==> src/rtl/regfile_pkg.sv <==
// Shared definitions for the register-file writeback path: FSM state
// encoding and the default datapath widths used by the arbiter.
package regfile_pkg;

    typedef enum logic {
        SCRUB = 1'b0,
        RUN   = 1'b1
    } wb_state_e;

    localparam int DEF_DATA_WIDTH    = 32;
    localparam int DEF_ADDRESS_WIDTH = 5;
    localparam int DEF_NUM_REGS      = 32;
    localparam int DEF_NUM_REQ       = 3;

endpackage

==> src/rtl/rr_arbiter.sv <==
// Combinational round-robin arbiter: returns a one-hot grant for the first
// requester found searching ptr, ptr+1, ... modulo N, plus its index.
// Holds no state; the caller owns and advances the priority pointer.
module rr_arbiter #(
    parameter int N  = 3,
    parameter int PW = (N > 1) ? $clog2(N) : 1
) (
    input  logic [N-1:0]  req_i,
    input  logic [PW-1:0] ptr_i,
    output logic [N-1:0]  grant_o,
    output logic [PW-1:0] grant_idx_o
);

    // Walk offsets from farthest to nearest so the nearest requester to ptr wins.
    always_comb begin
        int j;
        j           = 0;
        grant_o     = '0;
        grant_idx_o = '0;
        for (int k = N - 1; k >= 0; k--) begin
            j = (int'(ptr_i) + k) % N;
            if (req_i[j]) begin
                grant_o     = '0;
                grant_o[j]  = 1'b1;
                grant_idx_o = PW'(j);
            end
        end
    end

endmodule

==> src/rtl/regfile_wb_arbiter.sv <==
// Owner of the register-file write port. Shares it round-robin between the
// writeback sources and, after reset or on scrub_req, zeroes registers
// 1..NUM_REGS-1 through the same port before normal traffic resumes.
//
// Handshake: a source raises req_valid[i] with req_dest/req_data stable and
// keeps them until it sees req_ready[i]; a transfer happens in any cycle
// where req_valid[i] & req_ready[i]. req_ready is combinational, at most one
// bit high, and is forced low while scrubbing or when scrub_req is raised.
module regfile_wb_arbiter
    import regfile_pkg::*;
#(
    parameter int DATA_WIDTH    = DEF_DATA_WIDTH,
    parameter int ADDRESS_WIDTH = DEF_ADDRESS_WIDTH,
    parameter int NUM_REGS      = DEF_NUM_REGS,
    parameter int NUM_REQ       = DEF_NUM_REQ
) (
    input  logic                             clk,
    input  logic                             rst,
    input  logic                             scrub_req,
    input  logic [NUM_REQ-1:0]               req_valid,
    input  logic [NUM_REQ*ADDRESS_WIDTH-1:0] req_dest,
    input  logic [NUM_REQ*DATA_WIDTH-1:0]    req_data,
    output logic [NUM_REQ-1:0]               req_ready,
    output logic                             busy,
    output logic                             rg_wrt_en,
    output logic [ADDRESS_WIDTH-1:0]         rg_wrt_dest,
    output logic [DATA_WIDTH-1:0]            rg_wrt_data,
    output wb_state_e                        dbg_state_o
);

    localparam int PW = $clog2(NUM_REQ);
    localparam logic [ADDRESS_WIDTH-1:0] FIRST_IDX = ADDRESS_WIDTH'(1);
    localparam logic [ADDRESS_WIDTH-1:0] LAST_IDX  = ADDRESS_WIDTH'(NUM_REGS - 1);

    wb_state_e                state_q, state_d;
    logic [ADDRESS_WIDTH-1:0] scrub_idx_q, scrub_idx_d;
    logic [PW-1:0]            rr_ptr_q, rr_ptr_d;
    logic                     en_q, en_d;
    logic [ADDRESS_WIDTH-1:0] dest_q, dest_d;
    logic [DATA_WIDTH-1:0]    data_q, data_d;
    logic                     busy_q, busy_d;

    logic [NUM_REQ-1:0]       grant;
    logic [PW-1:0]            grant_idx;
    logic                     arb_en;
    logic                     xfer;
    logic [ADDRESS_WIDTH-1:0] sel_dest;
    logic [DATA_WIDTH-1:0]    sel_data;

    rr_arbiter #(
        .N  (NUM_REQ),
        .PW (PW)
    ) u_rr_arbiter (
        .req_i       (req_valid),
        .ptr_i       (rr_ptr_q),
        .grant_o     (grant),
        .grant_idx_o (grant_idx)
    );

    // Expose the grant only in RUN and not in a cycle that starts a scrub,
    // so a pending request is held until the scrub completes.
    always_comb begin
        arb_en    = (state_q == RUN) && !scrub_req;
        req_ready = arb_en ? grant : '0;
        xfer      = |req_ready;
        sel_dest  = req_dest[int'(grant_idx)*ADDRESS_WIDTH +: ADDRESS_WIDTH];
        sel_data  = req_data[int'(grant_idx)*DATA_WIDTH +: DATA_WIDTH];
    end

    // Next-state, scrub counter, pointer and write-port values.
    always_comb begin
        state_d     = state_q;
        scrub_idx_d = scrub_idx_q;
        rr_ptr_d    = rr_ptr_q;
        en_d        = 1'b0;
        dest_d      = dest_q;
        data_d      = data_q;
        case (state_q)
            SCRUB: begin
                en_d   = 1'b1;
                dest_d = scrub_idx_q;
                data_d = '0;
                if (scrub_req) begin
                    scrub_idx_d = FIRST_IDX;
                end else if (scrub_idx_q == LAST_IDX) begin
                    state_d     = RUN;
                    scrub_idx_d = FIRST_IDX;
                end else begin
                    scrub_idx_d = scrub_idx_q + ADDRESS_WIDTH'(1);
                end
            end
            default: begin
                if (scrub_req) begin
                    state_d     = SCRUB;
                    scrub_idx_d = FIRST_IDX;
                end else if (xfer) begin
                    rr_ptr_d = (grant_idx == PW'(NUM_REQ - 1)) ? '0 : grant_idx + PW'(1);
                    // x0 is hardwired: the handshake completes but nothing is written.
                    if (sel_dest != '0) begin
                        en_d   = 1'b1;
                        dest_d = sel_dest;
                        data_d = sel_data;
                    end
                end
            end
        endcase
        // busy stays high until the final scrub write has reached the port.
        busy_d = (state_q == SCRUB) || (state_d == SCRUB);
    end

    // Registered FSM state, counters and write-port outputs.
    always_ff @(posedge clk or negedge rst) begin
        if (!rst) begin
            state_q     <= SCRUB;
            scrub_idx_q <= FIRST_IDX;
            rr_ptr_q    <= '0;
            en_q        <= 1'b0;
            dest_q      <= '0;
            data_q      <= '0;
            busy_q      <= 1'b1;
        end else begin
            state_q     <= state_d;
            scrub_idx_q <= scrub_idx_d;
            rr_ptr_q    <= rr_ptr_d;
            en_q        <= en_d;
            dest_q      <= dest_d;
            data_q      <= data_d;
            busy_q      <= busy_d;
        end
    end

    assign rg_wrt_en   = en_q;
    assign rg_wrt_dest = dest_q;
    assign rg_wrt_data = data_q;
    assign busy        = busy_q;
    assign dbg_state_o = state_q;

endmodule
==> config.mk <==
export PLATFORM = sky130hd
export DESIGN_NAME = regfile_wb_arbiter
export DESIGN_NICKNAME = d
export VERILOG_FILES = /design/src/rtl/regfile_pkg.sv /design/src/rtl/rr_arbiter.sv /design/src/rtl/regfile_wb_arbiter.sv
export SDC_FILE = /design/constraint.sdc
export NUM_CORES = 1
export LEC_CHECK = 0
export CAP_MARGIN = 20
export CORE_ASPECT_RATIO = 1.1
export CORE_UTILIZATION = 40
export CTS_BUF_LIST = sky130_fd_sc_hd__clkbuf_4
export DETAILED_ROUTE_END_ITERATION = 8
export DONT_BUFFER_PORTS = 1
export PLACE_DENSITY_LB_ADDON = 0.08
export SLEW_MARGIN = 5
export SYNTH_ARGS = -nofsm -noshare
export SYNTH_HDL_FRONTEND = slang
export SYNTH_SLANG_ARGS = --single-unit
==> constraint.sdc <==
create_clock -name clk -period 3.1 [get_ports clk]
set_input_delay 0.155 -clock clk [delete_from_list [all_inputs] [get_ports clk]]
set_output_delay 0.155 -clock clk [all_outputs]
set_load 0.02 [all_outputs]
==> results.txt <==
YS warnings - 0
#FFs+latches synth - 47
Pins Over Slew Limit - 0
post-route ant nets - 0
Most used DFF post-synth - dfrtp_1
DP Cell Count - 469
die extent in x - 87.04 um
Via density - 5.560
Commonest cells post-synth - nand2_1 (68), dfrtp_1 (45), mux2i_1 (42)
Hold Fails Final Rpt - 0
gpl congestion - 0.7812
vias in the first global route - 2682
Ports - 160
minimum clock period - 2951 ps
Required @ worst endpoint - 3390 ps
layout cell share with drive strength beyond 1 - 0.1158
critical path arrival - 3240 ps
Synth area leaders - dfrtp_1 (35%), mux2i_1 (13%), nand2_1 (8.0%)
setup TNS - 0 ps
Die ar. - 0.008315 sq mm
Num CTS Buffers - 5
unrepaired setup endpoints after global routing - false
syn_area_per_cell - 8.308 sq um
DRT Pass-1 Iters - 4
clock root cell - clkbuf_4
htree depth - 2
dpl hpwl - 5.890 mm
Initial DRC Count - 154
Skew-Pair Late Insertion Delay - 370 ps
antenna violations before repair - 0
hold_ws - 36.07 ps
final setup skew - 17.03 ps
EDFF count, synth - 0
Avg WL per Cell - 16.40 um
nets - 527
All-Layer GR Usage - 0.1998
DIE HEIGHT - 95.54 um
Mapped Area - 0.003182 sq mm
Synth cell types - 50
most frequent cell after synthesis - nand2_1
worst-path maximum fanout - 16
Leak - 1.813 nW
fmax - 0.3388 GHz
peak supply drop - 216.7 uV
Final period util - 0.9520
Yosys top cell by area - dfrtp_1
max cap viols - 0
CP Launch Type - flop
Layout area overhead - 17.30%
Longest Clk Path Bufs - 2
grt ovf - 0
Finished Layout Cells - 511
drt drc - 0
post-CTS setup buffers - 0
synthesized instance count - 383
total routed wirelength - 8.381 mm
row cnt - 33
clk sinks - 47
status - complete, no violations
Port Buf Inserts - 0
floorplan core area - 0.007597 sq mm
Crit Path Category - reg2reg
crit end category - flop
worst-margin pin slew - 561.1 ps
clock slew seen by the registers of the worst setup and hold paths - 140 ps
Mapped Nets - 505
HP Class - in2reg
largest net degree at the start of global routing - 53
sequential cell area fraction in the yosys report - 0.3704
FFs w/ async S/R, synth - 1.000
global-route wire length before repair - 12.85 mm
CTS tree - done
Synth top area share - 0.3539
PwrDens - 449.9 mW/mm^2
antenna cell count - 0
Max-Slew Margin vs Limit - 0.6260
DR vias - 2841
Initial Utilization - 0.4188
Fillers - 762
# setup viols final - 0
==> metrics by stage <==
| stage | util | area, sq um | setup WS [ps] | total power, mW |
|---|---|---|---|---|
| 3_5_place_dp | 0.4274 | 3247 | 131.1 | 1.177 |
| 4_1_cts | 0.4883 | 3710 | 111.1 | 1.693 |
| 5_1_grt | 0.4913 | 3732 | 2.416 | 1.799 |
| 3_3_place_gp | 0.4274 | 3247 | 216.1 | 1.167 |
| 2_1_floorplan | - | 3182 | 321.8 | 1.078 |
| 6_report | 0.4913 | 3732 | 148.8 | 1.679 |
==> timing repair <==
| item | CTS | global route |
|---|---|---|
| setup endpoints to repair | 0 | 30 |
| resized for setup | 0 | 5 |
| hold endpoints to repair | 84 | 0 |
| hold buffers | 34 | 0 |
==> layout make-up <==
cell class / count / area (sq um) / share of cell area
tap: 105 / 131.4 / 0.03520
clock inverter: 3 / 67.56 / 0.01810
timing repair buffer: 46 / 473.0 / 0.1267
inverter: 6 / 22.52 / 0.006034
sequential: 47 / 1180 / 0.3161
clock buffer: 5 / 37.54 / 0.01006
multi-input combinational: 299 / 1821 / 0.4878
==> state kept, by name, indices dropped and copies added (netlist names) <==
register	cells
dbg_state_o	1
rg_wrt_data	32
rg_wrt_dest	5
rg_wrt_en	1
scrub_idx_q	5
busy	1
rr_ptr_q	2
==> logic make-up after synthesis <==
family	count (synthesis)	synth area share
AND/OR/NAND/NOR	145	0.2061
AO/OA/AOI/OAI	107	0.2061
flip-flops	47	0.3704
multiplexers	42	0.1321
buffers and inverters	37	0.06567
adder cells (fa/ha/maj)	5	0.01966
==> power breakdown <==
| group | total, mW | internal [mW] | switching [mW] |
|---|---|---|---|
| Clock | 0.459 | 0.251 | 0.208 |
| Combinational | 0.575 | 0.229 | 0.346 |
| Sequential | 0.646 | 0.627 | 0.0188 |
| Total | 1.68 | 1.11 | 0.573 |
==> routing by layer <==
| layer | vias up | global-route usage | wire, um |
|---|---|---|---|
| met5 | - | 0 | 0 |
| met2 | 108 | 0.3720 | 4280 |
| li1 | 1390 | - | - |
| met4 | 0 | 0.04722 | 76 |
| met3 | 10 | 0.04329 | 566 |
| met1 | 1333 | 0.2316 | 3459 |
==> worst max-delay path, stage by stage (launching register included) <==
cell,delay (ps)
dfrtp_1,410
inv_1,100
ha_2,330
nor2b_1,180
o2bb2ai_2,200
or4b_4,540
a211oi_2,260
a211oi_2,100
nor2_4,150
a21o_2,200
buf_12,180
mux2i_1,210
==> final timing paths <==
check | from | cells after the start | slack (ps) | end
worst max-delay path | rr_ptr_q[0] | 11 | 150 | rg_wrt_data[6]
worst min-delay path | req_data[70] | 2 | 40 | rg_wrt_data[6]
worst max register to register | rr_ptr_q[0] | 11 | 150 | rg_wrt_data[6]
worst min register to register | dbg_state_o | 1 | 560 | busy
max in group asynchronous | rst | 2 | 2540 | busy
min in group asynchronous | rst | 2 | 290 | rg_wrt_dest[1]
==> cells in the final DEF, fill, tap and decap left out, types with 2 or more instances in the layout <==
cell	instances
nand2_1	68
dfrtp_1	44
mux2i_1	42
a21oi_1	41
nand3_1	39
o21ai_0	36
dlygate4sd3_1	33
nor2_1	20
buf_4	10
inv_1	5
clkbuf_4	5
nor2b_1	4
ha_1	4
a211oi_2	3
a31oi_1	3
o22a_1	2
or2_2	2
a31oi_2	2
a31o_2	2
nor3_2	2
dfstp_2	2
bufinv_16	2
buf_12	2
No activity file was read; power rests on OpenSTA's default activity.
